--- config.mk ---
export PLATFORM = sky130hd
export DESIGN_NAME = instr_sequencer
export DESIGN_NICKNAME = d
export VERILOG_FILES = /design/src/rtl/instr_sequencer_pkg.sv /design/src/rtl/instr_sequencer_decoder.sv /design/src/rtl/instr_sequencer.sv
export SDC_FILE = /design/constraint.sdc
export NUM_CORES = 1
export LEC_CHECK = 0
export CORE_MARGIN = 10
export CORE_UTILIZATION = 45
export DETAILED_ROUTE_END_ITERATION = 8
export PLACE_DENSITY = 0.79
export RECOVER_POWER = 25
export SLEW_MARGIN = 10
export SYNTH_ARGS = -nofsm -noshare
export SYNTH_HDL_FRONTEND = slang
export SYNTH_HIERARCHICAL = 1
export SYNTH_SLANG_ARGS = --single-unit
--- constraint.sdc ---
create_clock -name clk -period 1.75 [get_ports clk]
set_input_delay 0.35 -clock clk [delete_from_list [all_inputs] [get_ports clk]]
set_output_delay 0.35 -clock clk [all_outputs]
set_load 0.03 [all_outputs]
--- src/rtl/instr_sequencer_pkg.sv ---
// Shared definitions for the instruction sequencer and its decoder.
// Latency: n/a (constants, types only).
// Backpressure: n/a.
// Contents: opcode/funct constants, ALU select encodings, FSM state enum, R-type field layout.
package instr_sequencer_pkg;

    localparam logic [5:0] OP_RTYPE = 6'h00;
    localparam logic [5:0] OP_HALT  = 6'h3F;

    localparam logic [5:0] FN_AND = 6'h24;
    localparam logic [5:0] FN_OR  = 6'h25;
    localparam logic [5:0] FN_ADD = 6'h20;
    localparam logic [5:0] FN_SUB = 6'h22;
    localparam logic [5:0] FN_SLT = 6'h2A;
    localparam logic [5:0] FN_NOR = 6'h27;

    // ALU select encodings, shared with the ALU.
    localparam logic [3:0] ALU_AND = 4'b0000;
    localparam logic [3:0] ALU_OR  = 4'b0001;
    localparam logic [3:0] ALU_ADD = 4'b0010;
    localparam logic [3:0] ALU_SUB = 4'b0110;
    localparam logic [3:0] ALU_SLT = 4'b0111;
    localparam logic [3:0] ALU_NOR = 4'b1100;

    typedef enum logic [2:0] {
        ST_IDLE,
        ST_FETCH,
        ST_WAIT,
        ST_DECODE,
        ST_EXEC,
        ST_DONE
    } state_t;

    typedef struct packed {
        logic [5:0] opcode;
        logic [4:0] rs;
        logic [4:0] rt;
        logic [4:0] rd;
        logic [4:0] shamt;
        logic [5:0] funct;
    } rtype_t;

endpackage

--- src/rtl/instr_sequencer_decoder.sv ---
// Combinational R-type decoder: splits fields and maps funct to an ALU select.
// Latency: 0 cycles (pure combinational).
// Backpressure: none.
// Ports: instr in; rs/rt/rd register addresses, selec ALU op, is_halt, is_illegal out.
module instr_decoder
    import instr_sequencer_pkg::*;
(
    input  logic [31:0] instr,
    output logic [4:0]  rs,
    output logic [4:0]  rt,
    output logic [4:0]  rd,
    output logic [3:0]  selec,
    output logic        is_halt,
    output logic        is_illegal
);

    rtype_t f;
    logic   funct_known;
    logic   unused_shamt;

    assign f            = rtype_t'(instr);
    assign rs           = f.rs;
    assign rt           = f.rt;
    assign rd           = f.rd;
    assign unused_shamt = ^f.shamt;

    always_comb begin
        selec       = ALU_AND;
        funct_known = 1'b1;
        case (f.funct)
            FN_AND:  selec = ALU_AND;
            FN_OR:   selec = ALU_OR;
            FN_ADD:  selec = ALU_ADD;
            FN_SUB:  selec = ALU_SUB;
            FN_SLT:  selec = ALU_SLT;
            FN_NOR:  selec = ALU_NOR;
            default: funct_known = 1'b0;
        endcase
    end

    // HALT takes priority so its funct field is never inspected.
    assign is_halt    = (f.opcode == OP_HALT);
    assign is_illegal = !is_halt && ((f.opcode != OP_RTYPE) || !funct_known);

endmodule

--- src/rtl/instr_sequencer.sv ---
// Fetch/decode/execute sequencer driving the register-bank/ALU datapath from a sync instruction memory.
// Latency: 4 cycles per instruction (FETCH, WAIT, DECODE, EXEC); wr_en on the 4th cycle.
// Backpressure: none; memory must return data one cycle after imem_rd_en, start ignored while busy.
// Ports: clk/rst/start in; imem_addr/imem_rd_en out, imem_data in; dir1/dir2/dir_es/selec/wr_en to datapath;
//        busy/done/illegal/instr_count status.
module instr_sequencer
    import instr_sequencer_pkg::*;
#(
    parameter int ADDR_W = 8,
    parameter int CNT_W  = 16
) (
    input  logic              clk,
    input  logic              rst,
    input  logic              start,
    output logic [ADDR_W-1:0] imem_addr,
    output logic              imem_rd_en,
    input  logic [31:0]       imem_data,
    output logic [4:0]        dir1,
    output logic [4:0]        dir2,
    output logic [4:0]        dir_es,
    output logic [3:0]        selec,
    output logic              wr_en,
    output logic              busy,
    output logic              done,
    output logic              illegal,
    output logic [CNT_W-1:0]  instr_count
);

    state_t            state_q, state_d;
    logic [ADDR_W-1:0] pc_q, pc_d;
    logic [31:0]       ir_q, ir_d;
    logic [4:0]        dir1_q, dir1_d;
    logic [4:0]        dir2_q, dir2_d;
    logic [4:0]        dir_es_q, dir_es_d;
    logic [3:0]        selec_q, selec_d;
    logic              illegal_q, illegal_d;
    logic [CNT_W-1:0]  cnt_q, cnt_d;

    logic [4:0] dec_rs, dec_rt, dec_rd;
    logic [3:0] dec_selec;
    logic       dec_halt, dec_illegal;

    instr_decoder u_decoder (
        .instr      (ir_q),
        .rs         (dec_rs),
        .rt         (dec_rt),
        .rd         (dec_rd),
        .selec      (dec_selec),
        .is_halt    (dec_halt),
        .is_illegal (dec_illegal)
    );

    always_ff @(posedge clk) begin
        if (rst) begin
            state_q   <= ST_IDLE;
            pc_q      <= '0;
            ir_q      <= '0;
            dir1_q    <= '0;
            dir2_q    <= '0;
            dir_es_q  <= '0;
            selec_q   <= '0;
            illegal_q <= 1'b0;
            cnt_q     <= '0;
        end else begin
            state_q   <= state_d;
            pc_q      <= pc_d;
            ir_q      <= ir_d;
            dir1_q    <= dir1_d;
            dir2_q    <= dir2_d;
            dir_es_q  <= dir_es_d;
            selec_q   <= selec_d;
            illegal_q <= illegal_d;
            cnt_q     <= cnt_d;
        end
    end

    always_comb begin
        state_d   = state_q;
        pc_d      = pc_q;
        ir_d      = ir_q;
        dir1_d    = dir1_q;
        dir2_d    = dir2_q;
        dir_es_d  = dir_es_q;
        selec_d   = selec_q;
        illegal_d = illegal_q;
        cnt_d     = cnt_q;
        case (state_q)
            ST_IDLE, ST_DONE: begin
                if (start) begin
                    pc_d      = '0;
                    cnt_d     = '0;
                    illegal_d = 1'b0;
                    state_d   = ST_FETCH;
                end
            end
            ST_FETCH: state_d = ST_WAIT;
            ST_WAIT: begin
                ir_d    = imem_data;
                state_d = ST_DECODE;
            end
            ST_DECODE: begin
                if (dec_halt) begin
                    illegal_d = 1'b0;
                    state_d   = ST_DONE;
                end else if (dec_illegal) begin
                    illegal_d = 1'b1;
                    state_d   = ST_DONE;
                end else begin
                    // Datapath addresses only move here, so they are stable through EXEC.
                    dir1_d   = dec_rs;
                    dir2_d   = dec_rt;
                    dir_es_d = dec_rd;
                    selec_d  = dec_selec;
                    state_d  = ST_EXEC;
                end
            end
            ST_EXEC: begin
                if (cnt_q != '1) begin
                    cnt_d = cnt_q + 1'b1;
                end
                // Running off the end of memory stops rather than wrapping to 0.
                if (pc_q == '1) begin
                    state_d = ST_DONE;
                end else begin
                    pc_d    = pc_q + 1'b1;
                    state_d = ST_FETCH;
                end
            end
            default: state_d = ST_IDLE;
        endcase
    end

    always_comb begin
        imem_rd_en = (state_q == ST_FETCH);
        // Writes to r0 are suppressed but the instruction still retires.
        wr_en      = (state_q == ST_EXEC) && (dir_es_q != 5'd0);
        busy       = (state_q == ST_FETCH) || (state_q == ST_WAIT) ||
                     (state_q == ST_DECODE) || (state_q == ST_EXEC);
        done       = (state_q == ST_DONE);
    end

    assign imem_addr   = pc_q;
    assign dir1        = dir1_q;
    assign dir2        = dir2_q;
    assign dir_es      = dir_es_q;
    assign selec       = selec_q;
    assign illegal     = illegal_q;
    assign instr_count = cnt_q;

endmodule

Word-level counts from Yosys, hierarchy flattened
Index checks and enable logic that the tools add are counted.

Output and inout port bits: 48. Register bits: 79. Input bits: 35. Logic and storage cells: 67.

Bitwise operators: 2. Reduce and logical (&&, ||, !) cells: 19. Multiplexer cells: 17. Add/subtract/negate cells: 2. Equality and inequality tests: 18.

Operators with widths (count): $eq A6 B6 Y1 const B (7); $mux W16 (2); $pmux W16 S2 (1); $pmux W4 S5 (1); $add A16 B1 Y16 const B (1); $mux W8 (2); $ne A16 B16 Y1 const B (1); $pmux W8 S2 (1); $pmux W3 S5 (1); $reduce_and A3 Y1 (4); $add A8 B1 Y8 const B (1); $eq A8 B8 Y1 const B (1); $eq A3 B2 Y1 const B (2); $eq A3 B3 Y1 const B (2); $mux W1 (6); $mux W3 (2); $ne A2 B2 Y1 const B (3); $reduce_bool A6 Y1 (1); $reduce_or A6 Y1 (1); $reduce_bool A5 Y1 (1); $logic_or A1 B1 Y1 (4); $reduce_bool A2 Y1 (2); $eq A3 B1 Y1 const B (1); $logic_not A3 Y1 (1); other kinds (6) (9).

Longest topological paths before layout
Depth in word-level cells: 9. Mapped depth: 8. Depth with buffers taken out: 7.

Modules after synthesis
Netlist, hierarchy kept.

By module, submodules not included: instr_sequencer (cells each 427, area each 3314.4 µm², instances 1, seq. area each 1581.5 µm²); instr_decoder (cells each 34, area each 232.7 µm², instances 1, seq. area each 0.0 µm²).

Worst setup path before layout
OpenSTA, ideal clock, no wires.

Path type: reg-to-reg. From: reg cnt_q[0] (netlist: instr_count[0]). To: reg cnt_q[6] (netlist: instr_count[6]). Slack: -214 ps. Cell stages (with the launch flop): 9. Arrival time: 1896 ps. Period minus slack after synthesis: 1964 ps. Cells stage by stage: dfxtp_1 ha_1 nand4_1 or4_1 buf_2 buf_6 a21oi_2 o21ai_1 a21oi_2.

Word-level cells in the longest chain between the ends: 3. Elaborated cells on any way between the ends: 6.

Ends and longest elaborated chain: start: declaration (RTL line instr_sequencer.sv:37) `logic [CNT_W-1:0] cnt_q, cnt_d;`; start signal: assignment (RTL line instr_sequencer.sv:73) `cnt_q <= cnt_d;`; $add A16 B1 Y16 or $ne A16 B16 Y1 (tied branches) (RTL line instr_sequencer.sv:119, instr_sequencer.sv:118); $mux W16 or $ne A2 B2 Y1 (tied branches); $pmux W16 S2 or $reduce_and A3 Y1 (tied branches).

Parallel ways exist; a longest one is shown, timed or not. The select of a mux whose other input is x is not followed. A chain may end at the register's enable or synchronous reset.

Final worst setup path
From: reg ir_q[29]. To: reg selec_q[3] (netlist: selec[3]).

Word-level cells in the longest chain between the ends: 5. Elaborated cells on any way between the ends: 8.

Ends and longest elaborated chain: start: declaration (RTL line instr_sequencer.sv:31) `logic [31:0] ir_q, ir_d;`; start signal: assignment (RTL line instr_sequencer.sv:67) `ir_q <= ir_d;`; $eq A6 B6 Y1 or $reduce_bool A6 Y1 (tied branches) (RTL line instr_sequencer_decoder.sv:42, instr_sequencer_decoder.sv:43); $logic_not A1 Y1 or $logic_or A1 B1 Y1 (tied branches) (RTL line instr_sequencer_decoder.sv:43) `assign is_illegal = !is_halt && ((f.opcode != OP_RTYPE) || !funct_known);`; $logic_and A1 B1 Y1 * (RTL line instr_sequencer_decoder.sv:43); via dec_illegal (RTL line instr_sequencer.sv:41) `logic dec_halt, dec_illegal;`; $not A1 Y1 (no source line) *; $reduce_and A3 Y1 (no source line) *; end signal: assignment (RTL line instr_sequencer.sv:71) `selec_q <= selec_d;`; end: declaration (RTL line instr_sequencer.sv:35) `logic [3:0] selec_q, selec_d;`.

Mark *: on every way through the listed nets, which the timed path passes. The rest lies on a longest branch.

==> report_table.html <==
<table>
<tr><th>Metric</th><th>Value</th></tr>
<tr><th colspan="2">Power and ir drop</th></tr>
<tr><td>Power per cell area</td><td>772 nW/um^2</td></tr>
<tr><td>Combinational Power Share</td><td>about 15%</td></tr>
<tr><td>Peak ir drop on the vdd network</td><td>about 480 uV</td></tr>
<tr><td>Switching fraction of total power</td><td>a little over a quarter</td></tr>
<tr><td>Sequential power share</td><td>approximately 47%</td></tr>
<tr><td>Proportion of power drawn by the clock network</td><td>between 30% and 40%</td></tr>
<tr><td>Static Leak</td><td>approximately 2.0 nW</td></tr>
<tr><td>Internal power of the cells</td><td>approximately 2.8 mW</td></tr>
<tr><td>Switching power</td><td>slightly above 1 mW</td></tr>
<tr><th colspan="2">Worst setup path</th></tr>
<tr><td>Worst Path Required</td><td>just under 2 ns</td></tr>
<tr><td>Top fanout value on the critical path</td><td>5</td></tr>
<tr><td>Slowest Stage Delay on Critical Path</td><td>about 0.54 ns</td></tr>
<tr><td>Critical path origin</td><td>ir_q[29]$_SDFFE_PP0P_</td></tr>
<tr><td>Cell repeated most along the worst path</td><td>sky130_fd_sc_hd__a21oi_2</td></tr>
<tr><td>Startpoint type of the worst setup path</td><td>flop</td></tr>
<tr><td>Type of the setup path with the least slack</td><td>reg2reg</td></tr>
<tr><td>Slowest cell on the critical path</td><td>sky130_fd_sc_hd__or4_4</td></tr>
<tr><td>Crit path DAT</td><td>2.07 ns</td></tr>
<tr><td>Type of destination of the critical path</td><td>flop</td></tr>
<tr><td>Startpoint of the worst register-to-register path</td><td>ir_q[29]$_SDFFE_PP0P_</td></tr>
<tr><td>Series of cell instances along the critical path</td><td>or4_4 -&gt; nor4_4 -&gt; a21oi_2 -&gt; or2_4 -&gt; buf_6 -&gt; nand2_1 -&gt; a21oi_2</td></tr>
<tr><th colspan="2">Detailed routing</th></tr>
<tr><td>Average routed wire per standard cell</td><td>between 15 and 20 um</td></tr>
<tr><td>Sum of routed wire length over all layers</td><td>~9900 um</td></tr>
<tr><td>Vias per inst</td><td>between 5 and 6</td></tr>
<tr><td>Antenna-violating nets left</td><td>0</td></tr>
<tr><td>Post-route DRC</td><td>0</td></tr>
<tr><td>Count of TritonRoute iterations in the first routing pass</td><td>4</td></tr>
<tr><td>Violation count after the first detailed-route iteration</td><td>between 100 and 150</td></tr>
<tr><td>Detailed-route via count</td><td>between 3000 and 4000</td></tr>
<tr><th colspan="2">STA</th></tr>
<tr><td>Max-slew headroom</td><td>62.6%</td></tr>
<tr><td>Total of endpoints with negative setup slack in the final report</td><td>20</td></tr>
<tr><td>Summed negative setup slack over all endpoints</td><td>-1.53 ns</td></tr>
<tr><td>Post-route fraction of the period consumed by the critical path</td><td>106%</td></tr>
<tr><td>Pins over their slew limit</td><td>0</td></tr>
<tr><td>Count of endpoints failing hold in the final timing report</td><td>0</td></tr>
<tr><td>Final worst clock skew</td><td>about 0.013 ns</td></tr>
<tr><td>Slew @ Worst Pin</td><td>around 0.56 ns</td></tr>
<tr><td>Crit path setup slack, layout</td><td>-0.0979 ns</td></tr>
<tr><td>Setup repair after global routing missed its margin</td><td>yes</td></tr>
<tr><td>Achievable clock frequency</td><td>0.541 GHz</td></tr>
<tr><td>Post-layout min period</td><td>around 1.8 ns</td></tr>
<tr><th colspan="2">Place</th></tr>
<tr><td>Pre-CTS setup slack</td><td>-0.157 ns</td></tr>
<tr><td>Number of input and output port buffers inserted</td><td>between 70 and 80</td></tr>
<tr><td>Weighted congestion at the end of routability-driven global placement</td><td>0.906</td></tr>
<tr><td>Dpl cells</td><td>between 600 and 700</td></tr>
<tr><td>Post-detail-place hpwl</td><td>~7000 um</td></tr>
<tr><th colspan="2">Worst hold path</th></tr>
<tr><td>Class of the tightest hold or removal check</td><td>in2reg</td></tr>
<tr><td>Hold wc startpoint</td><td>rst</td></tr>
<tr><th colspan="2">Clocking</th></tr>
<tr><td>Clock slew at the register clock pins of the worst setup and hold paths</td><td>approximately 0.09 ns</td></tr>
<tr><td>Clock tree from TritonCTS</td><td>built</td></tr>
<tr><td>Number of sinks driven by the clock tree</td><td>74</td></tr>
<tr><td>Buffer levels on the longest clock path</td><td>2</td></tr>
<tr><td>CTS HTree Levels</td><td>3</td></tr>
<tr><td>Clk_lat worst skew</td><td>roughly 0.36 ns</td></tr>
<tr><td>Cts bufs inserted</td><td>9</td></tr>
<tr><td>CTS root buf</td><td>sky130_fd_sc_hd__clkbuf_8</td></tr>
<tr><th colspan="2">Yosys</th></tr>
<tr><td>Netlist area before placement</td><td>3380 sq um</td></tr>
<tr><td>Syn Area/Cell</td><td>7.67 sq um</td></tr>
<tr><td>Mapped Cells</td><td>441</td></tr>
<tr><td>Nets in the synthesized netlist</td><td>between 400 and 500</td></tr>
<tr><td>Total number of yosys warnings</td><td>6</td></tr>
<tr><th colspan="2">Global route</th></tr>
<tr><td>Maximum number of pins on one net before global-route repair</td><td>54</td></tr>
<tr><td>Overall routing resource usage</td><td>around 17%</td></tr>
<tr><td>Overflow left after global routing</td><td>0</td></tr>
<tr><td>Via count of the first global-routing pass</td><td>around 3500</td></tr>
<tr><td>Antenna violations before repair</td><td>0</td></tr>
<tr><td>Wire length of the first global-routing pass</td><td>between 15000 and 20000 um</td></tr>
<tr><th colspan="2">Status</th></tr>
<tr><td>Run status</td><td>finished with violations</td></tr>
<tr><td>Failing checks</td><td>setup timing</td></tr>
<tr><th colspan="2">Die</th></tr>
<tr><td>Die ar.</td><td>approximately 11000 sq um</td></tr>
<tr><td>Top-level I/O count</td><td>between 80 and 90</td></tr>
<tr><td>Count of standard-cell rows</td><td>31</td></tr>
<tr><td>Area of the core</td><td>approximately 7300 sq um</td></tr>
<tr><td>Initial core utilization</td><td>a little under half</td></tr>
<tr><td>Die span in y</td><td>between 100 and 150 um</td></tr>
<tr><td>Chip Width</td><td>about 110 um</td></tr>
<tr><th colspan="2">Final layout</th></tr>
<tr><td>Core utilization of the finished layout</td><td>around two thirds</td></tr>
<tr><td>Fraction of final layout cells sized beyond drive strength 1</td><td>26.0%</td></tr>
<tr><td>Number of nets in the layout</td><td>around 600</td></tr>
<tr><td>Number of diodes</td><td>0</td></tr>
<tr><td>P&amp;R area growth vs syn</td><td>44.7%</td></tr>
<tr><td>Final instance count without filler cells</td><td>650</td></tr>
<tr><th colspan="2">Flow run</th></tr>
<tr><td>Number of maximum-capacitance violations</td><td>0</td></tr>
</table>
-- area by class of cell --
class	count	area, sq um
well taps	99	124
flip-flops and latches	74	1520
clock inverters	6	70.1
clock buffers	10	149
fillers	625	2390
multi-input cells	320	1790
repair buffers	136	1220
inverters	5	18.8
-- critical path: cells and delay by family (launching register included) --
kind,cells,cell delay [ns]
AOI/OAI and AO/OA,2,0.16
buffers and inverters,1,0.15
DFF,1,0.33
and+or+nand+nor,4,1.08
-- state kept, by name (all words and copies together), names as in the netlist --
| register | flops |
|---|---|
| state_q | 3 |
| imem_addr | 8 |
| dir2 | 5 |
| dir1 | 5 |
| dir_es | 5 |
| selec | 4 |
| instr_count | 16 |
| illegal | 1 |
| ir_q | 27 |
-- power groups by stage --
| stage | sequential, mW | clock (mW) | combinational (mW) |
|---|---|---|---|
| detailed placement | 1.82 | 0 | 0.508 |
| global route | 1.79 | 1.56 | 0.608 |
| CTS | 1.78 | 1.47 | 0.533 |
| finish | 1.78 | 1.44 | 0.555 |
| global placement | 1.81 | 0 | 0.495 |
| floorplan | 1.82 | 0 | 0.327 |
-- repair_timing --
action	CTS	global route
hold buffers	0	0
setup buffers	2	1
setup endpoints to repair	62	40
resized for setup	63	34
pin swaps	4	11
gates cloned	2	0
-- path summary, 6_finish.rpt --
| path | end | depth (start not counted) | slack, ns |
|---|---|---|---|
| hold / removal | imem_addr[1]$_SDFFE_PP0P_ | 3 | 0.35 |
| setup / recovery | selec[3]$_SDFFE_PP0P_ | 7 | -0.1 |
| hold reg to reg | dir2[0]$_SDFFE_PP0P_ | 2 | 0.46 |
| setup reg to reg | selec[3]$_SDFFE_PP0P_ | 7 | -0.1 |
-- cell usage in the layout, fill, tap and decap left out, drive strengths merged, types with 2 or more instances in the layout --
cell             n
nand2          106
a211oi           4
nand2b           4
xnor2            2
a31oi            9
ha               2
nand3           11
or3              3
buf             64
clkbuf          10
o21ai           23
o31ai            7
or2              3
a41oi            4
dlymetal6s2s     8
and2             3
or4              4
nor3            10
nor2            30
dlygate4sd2     36
inv              7
clkdlybuf4s50   28
clkinv           2
dfxtp           74
nand4           12
and3             2
a21oi           68
nand3b           2
-- metal layers --
layer	global-route usage [%]	share of wire, %	vias to the layer above
met1	19.6	41	1629
met3	7.07	8.5	18
met5	0	0	-
met4	4.93	1.3	0
li1	-	-	1734
met2	28.5	49	110
-- per-stage QoR --
step | hold slack, ns | cell area (sq um) | power [mW]
after floorplan | 0.437 | 3430 | 2.14
after detailed placement | 0.444 | 4490 | 2.33
after global routing | 0.349 | 4900 | 3.96
after global placement | 0.436 | 4490 | 2.31
final | 0.346 | 4900 | 3.78
after CTS | 0.329 | 4770 | 3.78
(Power assumes the default switching activity.)
